==> config.mk <==
export PLATFORM = sky130hd
export DESIGN_NAME = uart_tx_arbiter
export DESIGN_NICKNAME = d
export VERILOG_FILES = /design/src/rtl/uart_tx_arbiter.sv
export SDC_FILE = /design/constraint.sdc
export NUM_CORES = 1
export LEC_CHECK = 0
export ABC_AREA = 1
export BUFFER_PORTS_ARGS = -buffer_cell sky130_fd_sc_hd__buf_4
export CAP_MARGIN = 20
export CORE_ASPECT_RATIO = 1.25
export CORE_MARGIN = 2
export CORE_UTILIZATION = 40
export DETAILED_ROUTE_END_ITERATION = 8
export SLEW_MARGIN = 10
export SYNTH_ARGS = -nofsm -noshare
export SYNTH_HDL_FRONTEND = slang
export SYNTH_SLANG_ARGS = --single-unit
==> constraint.sdc <==
create_clock -name clk -period 1.6 [get_ports clk]
set_input_delay 0.24 -clock clk [delete_from_list [all_inputs] [get_ports clk]]
set_output_delay 0.24 -clock clk [all_outputs]
set_load 0.02 [all_outputs]
==> src/rtl/uart_tx_arbiter.sv <==
// Two-requester round-robin arbiter feeding a single UART transmitter.
// Whole packets are granted at a time, optionally followed by an idle gap.
//
// state   | meaning
// IDLE    | no owner, arbitrate between pending requesters
// FETCH   | owner granted, waiting for its next byte
// ISSUE   | start pulse to the transmitter with the latched byte
// WAIT_HI | waiting for the transmitter to report busy
// WAIT_LO | waiting for the transmitter to finish the byte
// GAP     | inter-packet idle time, all readies low
module uart_tx_arbiter #(
    parameter int GAP_CLKS    = 104,
    parameter int MAX_PKT_LEN = 16
) (
    input  logic       clk,
    input  logic       rst_n,
    input  logic [7:0] a_data,
    input  logic       a_valid,
    input  logic       a_last,
    output logic       a_ready,
    input  logic [7:0] b_data,
    input  logic       b_valid,
    input  logic       b_last,
    output logic       b_ready,
    output logic [7:0] uart_data,
    output logic       uart_valid,
    input  logic       uart_busy,
    output logic [1:0] grant,
    output logic       pkt_trunc
);

    typedef enum logic [2:0] {
        IDLE    = 3'd0,
        FETCH   = 3'd1,
        ISSUE   = 3'd2,
        WAIT_HI = 3'd3,
        WAIT_LO = 3'd4,
        GAP     = 3'd5
    } state_t;

    localparam logic [7:0]  MAX_CNT  = 8'(MAX_PKT_LEN);
    localparam logic [15:0] GAP_LOAD = (GAP_CLKS > 0) ? 16'(GAP_CLKS - 1) : 16'd0;

    state_t      state_q, state_d;
    logic [1:0]  grant_q, grant_d;
    logic        last_b_q, last_b_d;
    logic [7:0]  data_q, data_d;
    logic        last_q, last_d;
    logic [7:0]  count_q, count_d;
    logic [15:0] gap_q, gap_d;
    logic        trunc_q, trunc_d;

    logic        own_valid;
    logic [7:0]  own_data;
    logic        own_last;

    always_ff @(posedge clk or negedge rst_n) begin
        if (!rst_n) begin
            state_q  <= IDLE;
            grant_q  <= 2'b00;
            last_b_q <= 1'b1;
            data_q   <= 8'h00;
            last_q   <= 1'b0;
            count_q  <= 8'd0;
            gap_q    <= 16'd0;
            trunc_q  <= 1'b0;
        end else begin
            state_q  <= state_d;
            grant_q  <= grant_d;
            last_b_q <= last_b_d;
            data_q   <= data_d;
            last_q   <= last_d;
            count_q  <= count_d;
            gap_q    <= gap_d;
            trunc_q  <= trunc_d;
        end
    end

    always_comb begin
        own_valid = (grant_q[0] & a_valid) | (grant_q[1] & b_valid);
        own_data  = grant_q[1] ? b_data : a_data;
        own_last  = grant_q[1] ? b_last : a_last;
    end

    always_comb begin
        state_d  = state_q;
        grant_d  = grant_q;
        last_b_d = last_b_q;
        data_d   = data_q;
        last_d   = last_q;
        count_d  = count_q;
        gap_d    = gap_q;
        trunc_d  = 1'b0;

        case (state_q)
            IDLE: begin
                // On a tie, A wins only if B was served most recently
                if (a_valid && (!b_valid || last_b_q)) begin
                    grant_d = 2'b01;
                    state_d = FETCH;
                end else if (b_valid) begin
                    grant_d = 2'b10;
                    state_d = FETCH;
                end
            end
            FETCH: begin
                if (own_valid) begin
                    data_d  = own_data;
                    last_d  = own_last;
                    count_d = count_q + 8'd1;
                    state_d = ISSUE;
                end
            end
            ISSUE: begin
                if (!uart_busy) begin
                    state_d = WAIT_HI;
                end
            end
            WAIT_HI: begin
                if (uart_busy) begin
                    state_d = WAIT_LO;
                end
            end
            WAIT_LO: begin
                if (!uart_busy) begin
                    if (!last_q && (count_q < MAX_CNT)) begin
                        state_d = FETCH;
                    end else begin
                        grant_d  = 2'b00;
                        count_d  = 8'd0;
                        last_b_d = grant_q[1];
                        trunc_d  = !last_q;
                        gap_d    = GAP_LOAD;
                        if (GAP_CLKS == 0) begin
                            state_d = IDLE;
                        end else begin
                            state_d = GAP;
                        end
                    end
                end
            end
            GAP: begin
                if (gap_q == 16'd0) begin
                    state_d = IDLE;
                end else begin
                    gap_d = gap_q - 16'd1;
                end
            end
            default: begin
                state_d = IDLE;
            end
        endcase
    end

    // The busy guard only matters if the transmitter is busy for a reason we did not cause
    assign uart_valid = (state_q == ISSUE) && !uart_busy;
    assign uart_data  = data_q;
    assign grant      = grant_q;
    assign pkt_trunc  = trunc_q;
    assign a_ready    = (state_q == FETCH) && grant_q[0];
    assign b_ready    = (state_q == FETCH) && grant_q[1];

endmodule

==> impl_metrics.yaml <==
synth:
  yosysSeqAreaShare_pct: 41.8
  synth_edf_count: 0
  syn_area_per_cell_um2: 7.40
  async_flop_share_pct: 100
  yosys.area.top_type: "dfrtp_1"
  synth_nets: 349
  synthFlopType: "dfrtp_1"
  synth_common_cells: "97 x nand2_1, 39 x dfrtp_1, 36 x nor2_1"
  ys_warn_count: 0
  synthesis.area_um2: 2400
  ys_types: 32
  synth_top_area_share_pct: 40.7
  synth.most_common_cell: "nand2_1"
  ys_ff_latch: 40
  syn_inst: 324
  ys_top_cells_by_area: "dfrtp_1 41%, nand2_1 15%, nand3_1 6.5%"
floorplan:
  core_um2: 5780
  die_width_um: 73.2
  num_io_pins: 37
  start_util_pct: 41.5
  fp.dieArea_um2: 6630
  rows: 31
  die_h_um: 90.5
timing:
  setup_tns_ps: 0
  setup_ws_ps: 35.4
  setup_viol: 0
  worst_pin_slew_ps: 528
  max_slew_margin_pct: 64.8
  fin_crit_sh_pct: 97.8
  timing.fmax_mhz: 639
  drv_slew: 0
  rsz0062_at_grt: "true"
  skew_ps: 4.27
  fin_crit_ps: 1560
  hold_viol_final: 0
  whs_ps: 241
clocking:
  cts_tree: "yes"
  cts_max_level: 2
  root_buffer: "clkbuf_8"
  path_clk_slew_ps: 80
  clock_latency_ps: 290
  cts_sinks: 40
  clockBufferDepth: 2
  cts_buffers: 5
global_routing:
  overflow: 0
  grt_pass1_vias: 2272
  grt_max_degree: 41
  antenna_found_initial: 0
  grt_pass1_wl_um: 10100
  grt_use_total_pct: 19.1
detailed_routing:
  drt_pass1_iterations: 4
  vias: 2257
  route.detailed.drc: 0
  drt-met1-wl_um: 2430
  detail_route.wl_per_cell_um: 12.5
  antenna_left: 0
  top_layer_used: "met4"
  route.met3.wl_um: 200
  dr_wl_met2_um: 2960
  routed_wl_um: 5730
  drt_iter0_markers: 93
  viasPerCell: 4.93
setup_path:
  arrival_ps: 1320
  cp-end-kind: "primary output"
  required_ps: 1360
  startpoint_type: "register"
  critPathMaxFanout: 5
  critical_path_class: "reg2out"
pwr:
  finalPower_mw: 4.69
  p_leak_nw: 1.65
  switching_share_pct: 41.7
  p_seq_share_pct: 32.9
  ir_worst_vdd_mv: 0.813
  p_sw_mw: 1.96
  p_per_area_nw_per_um2: 1480
  clockPowerShare_pct: 17.7
  pwr-share-comb_pct: 49.4
  intPower_mw: 2.74
final_layout:
  drive_above_1_share_pct: 29.3
  n_antenna_cell: 0
  area_delta_synth_final_pct: 32.4
  fin_area_um2: 3170
  post-route-util_pct: 54.9
  fin_nets: 416
  fin_cells: 458
place:
  place_congestion: 0.853
  detailed_place_hpwl_um: 4050
  place_area_um2: 2830
  pre_cts_ws_ps: -2.05
  dp_cells: 436
  io_buffers: 36
status:
  outcome: "complete, no violations"
hold_path:
  hp-class: "in2reg"
run:
  maxCapViolations: 0
-- timing repair --
item | CTS | global route
setup buffers | 2 | 9
pin swaps | 0 | 8
setup endpoints to repair | 4 | 30
hold endpoints to repair | 39 | 0
gates resized for setup | 4 | 37
hold buffers | 1 | 0
gates cloned | 0 | 2
-- power groups by stage --
stage	clock network, mW	registers (mW)	logic, mW
final	0.831	1.54	2.32
after global routing	0.897	1.58	2.60
after CTS	0.862	1.54	2.03
after detailed placement	0	1.56	1.97
after global placement	0	1.55	1.97
after floorplan	0	1.66	1.24
-- state kept, by name, summed over array words and instances (netlist names) --
register and flops:
pkt_trunc 1, state_q 3, last_b_q 1, gap_q 16, last_q 1, uart_data 8, count_q 8, grant 2
-- path summary, 6_finish.rpt --
kind	to	start	slack, ps	cells past startpoint
setup / recovery	uart_valid	state_q[2]$_DFFE_PN0P_	40	6
hold / removal	last_q$_DFFE_PN0P_	a_last	240	3
setup reg to reg	gap_q[4]$_DFFE_PN0P_	state_q[2]$_DFFE_PN0P_	40	7
hold reg to reg	uart_data[3]$_DFFE_PN0P_	uart_data[3]$_DFFE_PN0P_	490	2
max in group asynchronous	state_q[2]$_DFFE_PN0P_	rst_n	740	2
min in group asynchronous	gap_q[9]$_DFFE_PN0P_	rst_n	460	2
-- routing by layer --
layer  global-route usage [%]  vias up
li1                         -     1173
met1                     23.0     1027
met2                     33.0       45
met3                     2.90       12
met4                     7.87        0
met5                        0        -
-- logic make-up (layout without fill, tap and decap cells) --
group,Yosys count,after routing,share of synthesized area (%)
AOI/OAI and AO/OA,41,41,9.24
buffers and inverters,39,107,7.15
adders and majority gates,2,2,1.04
xor gates and xnor gates,9,9,3.29
DFF,40,40,41.8
muxes,9,9,3.76
and+or+nand+nor,184,184,33.7
-- cell type report --
class | instances | area, um^2
clock buffers | 6 | 72.6
clock inverters | 2 | 35.0
fillers | 540 | 2610
inverters | 31 | 119
multi-input cells | 245 | 1330
flip-flops and latches | 40 | 1000
well taps | 66 | 82.6
repair buffers | 68 | 532
-- cell usage in the layout, fill, tap and decap left out, types with 4 or more instances in the layout --
cell type	count
dfrtp_1	37
nand2_2	7
nand3_1	30
buf_6	5
nor2_4	5
clkbuf_8	5
xor2_1	8
o21ai_1	5
inv_2	4
a21oi_1	5
mux2i_1	9
nor2_2	9
o21ai_0	25
nand2_1	92
nor2_1	27
buf_4	62
inv_1	26
-- worst max-delay path: stages (launching register included) --
cell	delay, ps
dfrtp_2	450
inv_4	100
nand2_2	60
nor2_2	130
inv_1	70
nor2_1	80
buf_4	140
No activity file was read; power rests on OpenSTA's default activity.
